--- src/rtl/scan_decoder_pkg.sv ---
// Shared constants and helpers for the scan_decoder digit-select path.
package scan_decoder_pkg;

    localparam logic MODE_DIRECT = 1'b0;
    localparam logic MODE_SCAN   = 1'b1;

    // Ceiling log2 that never returns less than 1, so a counter always has at least one bit.
    function automatic int safe_clog2(input int value);
        int bits;
        bits = 0;
        for (int i = 0; i < 32; i++) begin
            if ((64'd1 << bits) < 64'(value)) begin
                bits = bits + 1;
            end else begin
                bits = bits;
            end
        end
        return (bits < 1) ? 1 : bits;
    endfunction

endpackage

--- src/rtl/scan_decoder_onehot.sv ---
// Combinational binary-to-one-hot decoder; the generalised form of the old 3-to-8.
module onehot_decoder #(
    parameter int SEL_W = 3
) (
    input  logic [SEL_W-1:0]      sel,
    output logic [(2**SEL_W)-1:0] onehot
);

    localparam int N = 2 ** SEL_W;

    // Drive exactly one bit high at the selected position.
    always_comb begin
        onehot      = {N{1'b0}};
        onehot[sel] = 1'b1;
    end

endmodule

--- src/rtl/scan_decoder.sv ---
// Registered one-hot decoder with direct select or prescaled free-running scan,
// per-output blanking, selectable output polarity and a scan-advance strobe.
module scan_decoder
    import scan_decoder_pkg::*;
#(
    parameter int SEL_W      = 3,
    parameter int PRESCALE   = 1000,
    parameter int ACTIVE_LOW = 0
) (
    input  logic                   clk,
    input  logic                   rst_n,
    input  logic                   en,
    input  logic                   mode,
    input  logic [SEL_W-1:0]       sel_in,
    input  logic [(2**SEL_W)-1:0]  blank_mask,
    output logic [(2**SEL_W)-1:0]  out,
    output logic [SEL_W-1:0]       idx,
    output logic                   tick
);

    localparam int N    = 2 ** SEL_W;
    localparam int PS_W = safe_clog2(PRESCALE);
    localparam logic [PS_W-1:0] PRE_MAX  = PS_W'(PRESCALE - 1);
    localparam logic [N-1:0]    OUT_IDLE = (ACTIVE_LOW != 0) ? {N{1'b1}} : {N{1'b0}};

    logic [SEL_W-1:0] idx_r;
    logic [PS_W-1:0]  pre_r;
    logic             tick_r;
    logic [N-1:0]     out_r;

    logic [SEL_W-1:0] idx_next_s;
    logic [PS_W-1:0]  pre_next_s;
    logic             tick_next_s;
    logic [N-1:0]     onehot_s;
    logic [N-1:0]     active_s;
    logic [N-1:0]     out_next_s;

    // Next-state selection: hold when disabled, follow sel_in in direct mode, count in scan mode.
    always_comb begin
        idx_next_s  = idx_r;
        pre_next_s  = pre_r;
        tick_next_s = 1'b0;
        if (!en) begin
            idx_next_s  = idx_r;
            pre_next_s  = pre_r;
            tick_next_s = 1'b0;
        end else if (mode == MODE_DIRECT) begin
            idx_next_s  = sel_in;
            pre_next_s  = {PS_W{1'b0}};
            tick_next_s = 1'b0;
        end else if (pre_r == PRE_MAX) begin
            idx_next_s  = idx_r + SEL_W'(1);
            pre_next_s  = {PS_W{1'b0}};
            tick_next_s = 1'b1;
        end else begin
            idx_next_s  = idx_r;
            pre_next_s  = pre_r + PS_W'(1);
            tick_next_s = 1'b0;
        end
    end

    onehot_decoder #(.SEL_W(SEL_W)) u_onehot (
        .sel    (idx_next_s),
        .onehot (onehot_s)
    );

    // Decode the upcoming index so out and idx update on the same edge.
    always_comb begin
        active_s = onehot_s & ~blank_mask & {N{en}};
        if (ACTIVE_LOW != 0) begin
            out_next_s = ~active_s;
        end else begin
            out_next_s = active_s;
        end
    end

    // State and output registers.
    always_ff @(posedge clk or negedge rst_n) begin
        if (!rst_n) begin
            idx_r  <= {SEL_W{1'b0}};
            pre_r  <= {PS_W{1'b0}};
            tick_r <= 1'b0;
            out_r  <= OUT_IDLE;
        end else begin
            idx_r  <= idx_next_s;
            pre_r  <= pre_next_s;
            tick_r <= tick_next_s;
            out_r  <= out_next_s;
        end
    end

    assign out  = out_r;
    assign idx  = idx_r;
    assign tick = tick_r;

endmodule
--- config.mk ---
export PLATFORM = sky130hd
export DESIGN_NAME = scan_decoder
export DESIGN_NICKNAME = d
export VERILOG_FILES = /design/src/rtl/scan_decoder_pkg.sv /design/src/rtl/scan_decoder_onehot.sv /design/src/rtl/scan_decoder.sv
export SDC_FILE = /design/constraint.sdc
export NUM_CORES = 1
export LEC_CHECK = 0
export CAP_MARGIN = 30
export CORE_MARGIN = 2
export CORE_UTILIZATION = 48
export DETAILED_ROUTE_END_ITERATION = 10
export HOLD_SLACK_MARGIN = 0.03
export PLACE_DENSITY = 0.78
export SETUP_SLACK_MARGIN = 0.4
export SLEW_MARGIN = 10
export SYNTH_ARGS = -nofsm -noshare
export SYNTH_HDL_FRONTEND = slang
export SYNTH_SLANG_ARGS = --single-unit
--- constraint.sdc ---
create_clock -name clk -period 2.3 [get_ports clk]
set_input_delay 0.575 -clock clk [delete_from_list [all_inputs] [get_ports clk]]
set_output_delay 0.575 -clock clk [all_outputs]
set_load 0.1 [all_outputs]
==> flow_summary.toml <==
[outcome]
outcome = "finished, final reports clean"

[clock_tree]
postCtsHoldBufs = 0
cts_tree = "built"
path_clk_slew_ns = 0.12
ctsRootBufferMaster = "clkbuf_4"
clock_latency_ns = 0.31
clock_sink_count = 22
cts_buf_count = 3
cts-root-to-sink-buffers = 2
cts.htree.levels = 1

[critical_path]
timing.critical_path.arrival_ns = 2.15
cp_data_required_time_ns = 2.53
critPathKind = "in2reg"
crit-reg2reg-launch = "pre_r[0]$_DFFE_PN0P_"
worst_setup_path_start_kind = "input pin"
setup.worst_path.end_class = "flip-flop"
setup.worst_path.start = "sel_in[0]"
worstPathMaxFanout = 4

[power]
seqPwrFrac = 0.464
pwr_dens_nw_per_um2 = 570
p_int_uw = 589
combinational_cell_fraction_of_total_power = 0.340
netSwitchingFraction = 0.370
static_leakage_uw = 0.000733
p_sw_uw = 347
share_clk_of_total_power = 0.196
peak_ir_drop_on_the_vdd_network_v = 0.000433

[sta]
maxClockFrequency_mhz = 520
setup-violations-final = 0
timing_hold_violations_final = 0
final_critical_path_share_of_the_clock_period = 0.836
rsz0062_at_grt = "true"
fin_tns_setup_ns = 0
max-slew-margin-rel = 0.678
worstMarginPinSlew_ns = 0.482
finalCriticalPeriod_ns = 1.92
fin_skew_ns = 0.00893
final-max-slew-violation-count = 0

[die]
placementRows = 17
dieWidth_um = 52.2
coreArea_um2 = 2210
dieArea_um2 = 2720
ioPinCount = 27
initial_utilization = 0.504
fp.dieH_um = 52.2

[global_route]
grt_start_max_net_pins = 23
initial_antenna_violation_count = 0
grt_pass1_wl_mm = 4.13
grt_pass1_vias = 900
grt_remaining_overflow = 0
grt_util_all_layers = 0.216

[detailed_routing]
postRouteAntennaNets = 0
vias = 967
finalWirelength_mm = 2.69
residual_drc = 0
route.detailed.vias_per_inst = 5.53
drtIter0Drc = 13
detailedRoute.firstPassIterationCount = 4
drt-wirelength-per-cell_um = 15.3

[flow_run]
timing.max_cap.violations = 0

[placement]
placed_area_um2 = 1440
count_of_port_buffers_added_during_placement = 26
gp_routability_congestion = 0.832
post-dp-hpwl_mm = 1.79

[synth]
post_synth.cell_area_avg_um2 = 10.7
yosys_warnings = 0
synth-main-ff-cell = "dfrtp_1"
synth_edf_count = 0
postSynthRegisterBits = 22
syn_nets = 121
synth.lib_cells_used.distinct = 38
ys_async_sr_fraction = 1.00
syn-instance-count = 104
synth_sequential_area_ratio = 0.494
netlist_area_um2 = 1110

[final_layout]
layout-drive-gt1-share = 0.374
regArea_um2 = 559
finish.net_count = 165
antennaDiodeCount = 0
layout.filler_cells = 159
stdcell_area_um2 = 1640
multiInputGateArea_um2 = 647
area_delta_synth_final_pct = 47.4

[hold_path]
hold_path_class = "in2async"
-- worst max-delay path, cell delays in order --
cell and delay, ns:
clkdlybuf4s50_1 0.42, nor2b_1 0.14, a31o_2 0.24, or4_4 0.59, nor4_2 0.18
-- path summary, 6_finish.rpt --
check / to / slack [ns] / depth (start not counted)
max in group asynchronous: pre_r[5]$_DFFE_PN0P_ / 1.46 / 2
min in group clk: pre_r[4]$_DFFE_PN0P_ / 0.61 / 2
hold reg to reg: pre_r[4]$_DFFE_PN0P_ / 0.61 / 2
setup / recovery: out[6]$_DFF_PN0_ / 0.38 / 5
hold / removal: pre_r[9]$_DFFE_PN0P_ / 0.59 / 2
setup reg to reg: out[2]$_DFF_PN0_ / 0.42 / 6
-- power groups by stage --
stage               Combinational, uW  Clock (uW)  Sequential [uW]
floorplan                        85.4           0              532
global placement                  260           0              442
detailed placement                262           0              443
CTS                               289         185              433
global route                      339         205              438
finish                            318         184              434
-- repair_timing --
item / 4_1_cts / 5_1_grt
setup endpoints to repair: 8 / 8
pin swaps: 2 / 3
endpoints found under the hold margin: 0 / 0
gates resized for setup: 12 / 10
buffers inserted: 5 / 3
-- synthesized netlist by cell type (all sizes together), types with 2 or more instances --
cell	instances	share of area
nor3	3	0.013
a21oi	2	0.0090
ha	2	0.022
nand2	7	0.024
xor2	5	0.039
nand3	2	0.0090
clkbuf	3	0.010
nor2	10	0.034
nor2b	2	0.011
inv	4	0.016
dfrtp	22	0.49
xnor2	3	0.024
o22a	2	0.016
nand4	4	0.036
nand2b	3	0.017
nor4	10	0.056
-- sequential cells by signal (all words and copies together), names as in the netlist --
name and cells:
out 8, pre_r 10, tick 1, idx 3
-- layer usage --
layer  vias up  routed length [um]  global-route usage  part of all wire
met5         -                   0                   0                 0
met4         0                  51               0.115             0.019
met3         5                  94              0.0457             0.035
met2        22                1360               0.327              0.51
met1       468                1180               0.289              0.44
li1        472                   -                   -                 -
-- through the flow --
step / power, uW / hold WS, ns / setup slack [ns] / instances / util
floorplan: 617 / 0.279 / 0.366 / 104 / -
global placement: 702 / 0.532 / 0.00247 / 163 / 0.652
detailed placement: 706 / 0.543 / -0.0439 / 163 / 0.652
CTS: 907 / 0.602 / 0.384 / 172 / 0.704
global route: 982 / 0.604 / 0.294 / 175 / 0.743
finish: 936 / 0.589 / 0.377 / 175 / 0.743
-- placed cells by master (no fill, tap or decap), types with 2 or more instances in the layout --
cell and count:
buf_4 29, dfrtp_1 19, clkdlybuf4s50_1 12, nor2_1 10, nand2_1 7, xor2_1 5
nor4_1 4, nor4_2 3, nor4_4 3, nor3_1 3, nand4_1 3, xnor2_1 3
clkbuf_4 3, nand2b_1 2, a21oi_1 2, o22a_1 2, inv_4 2, inv_1 2
nor2b_1 2, nand3_1 2, dfrtp_4 2, dlygate4sd2_1 2
-- area by class of cell --
type                       instances  share of cell area
clock buffer                       4              0.0160
inverter                           4              0.0122
multi-input combinational         74               0.394
sequential                        22               0.340
tap                               28              0.0213
timing repair buffer              43               0.216
-- cell families (layout without fill, tap and decap cells) --
logic type / count (synthesis) / after routing / synth area share
AND/OR/NAND/NOR: 48 / 48 / 0.246
flip-flops: 22 / 22 / 0.494
AO/OA/AOI/OAI: 15 / 15 / 0.130
XOR/XNOR: 8 / 8 / 0.0629
buffers and inverters: 8 / 51 / 0.0359
adder cells (fa/ha/maj): 2 / 2 / 0.0224
multiplexers: 1 / 1 / 0.00898
(Power assumes the default switching activity.)
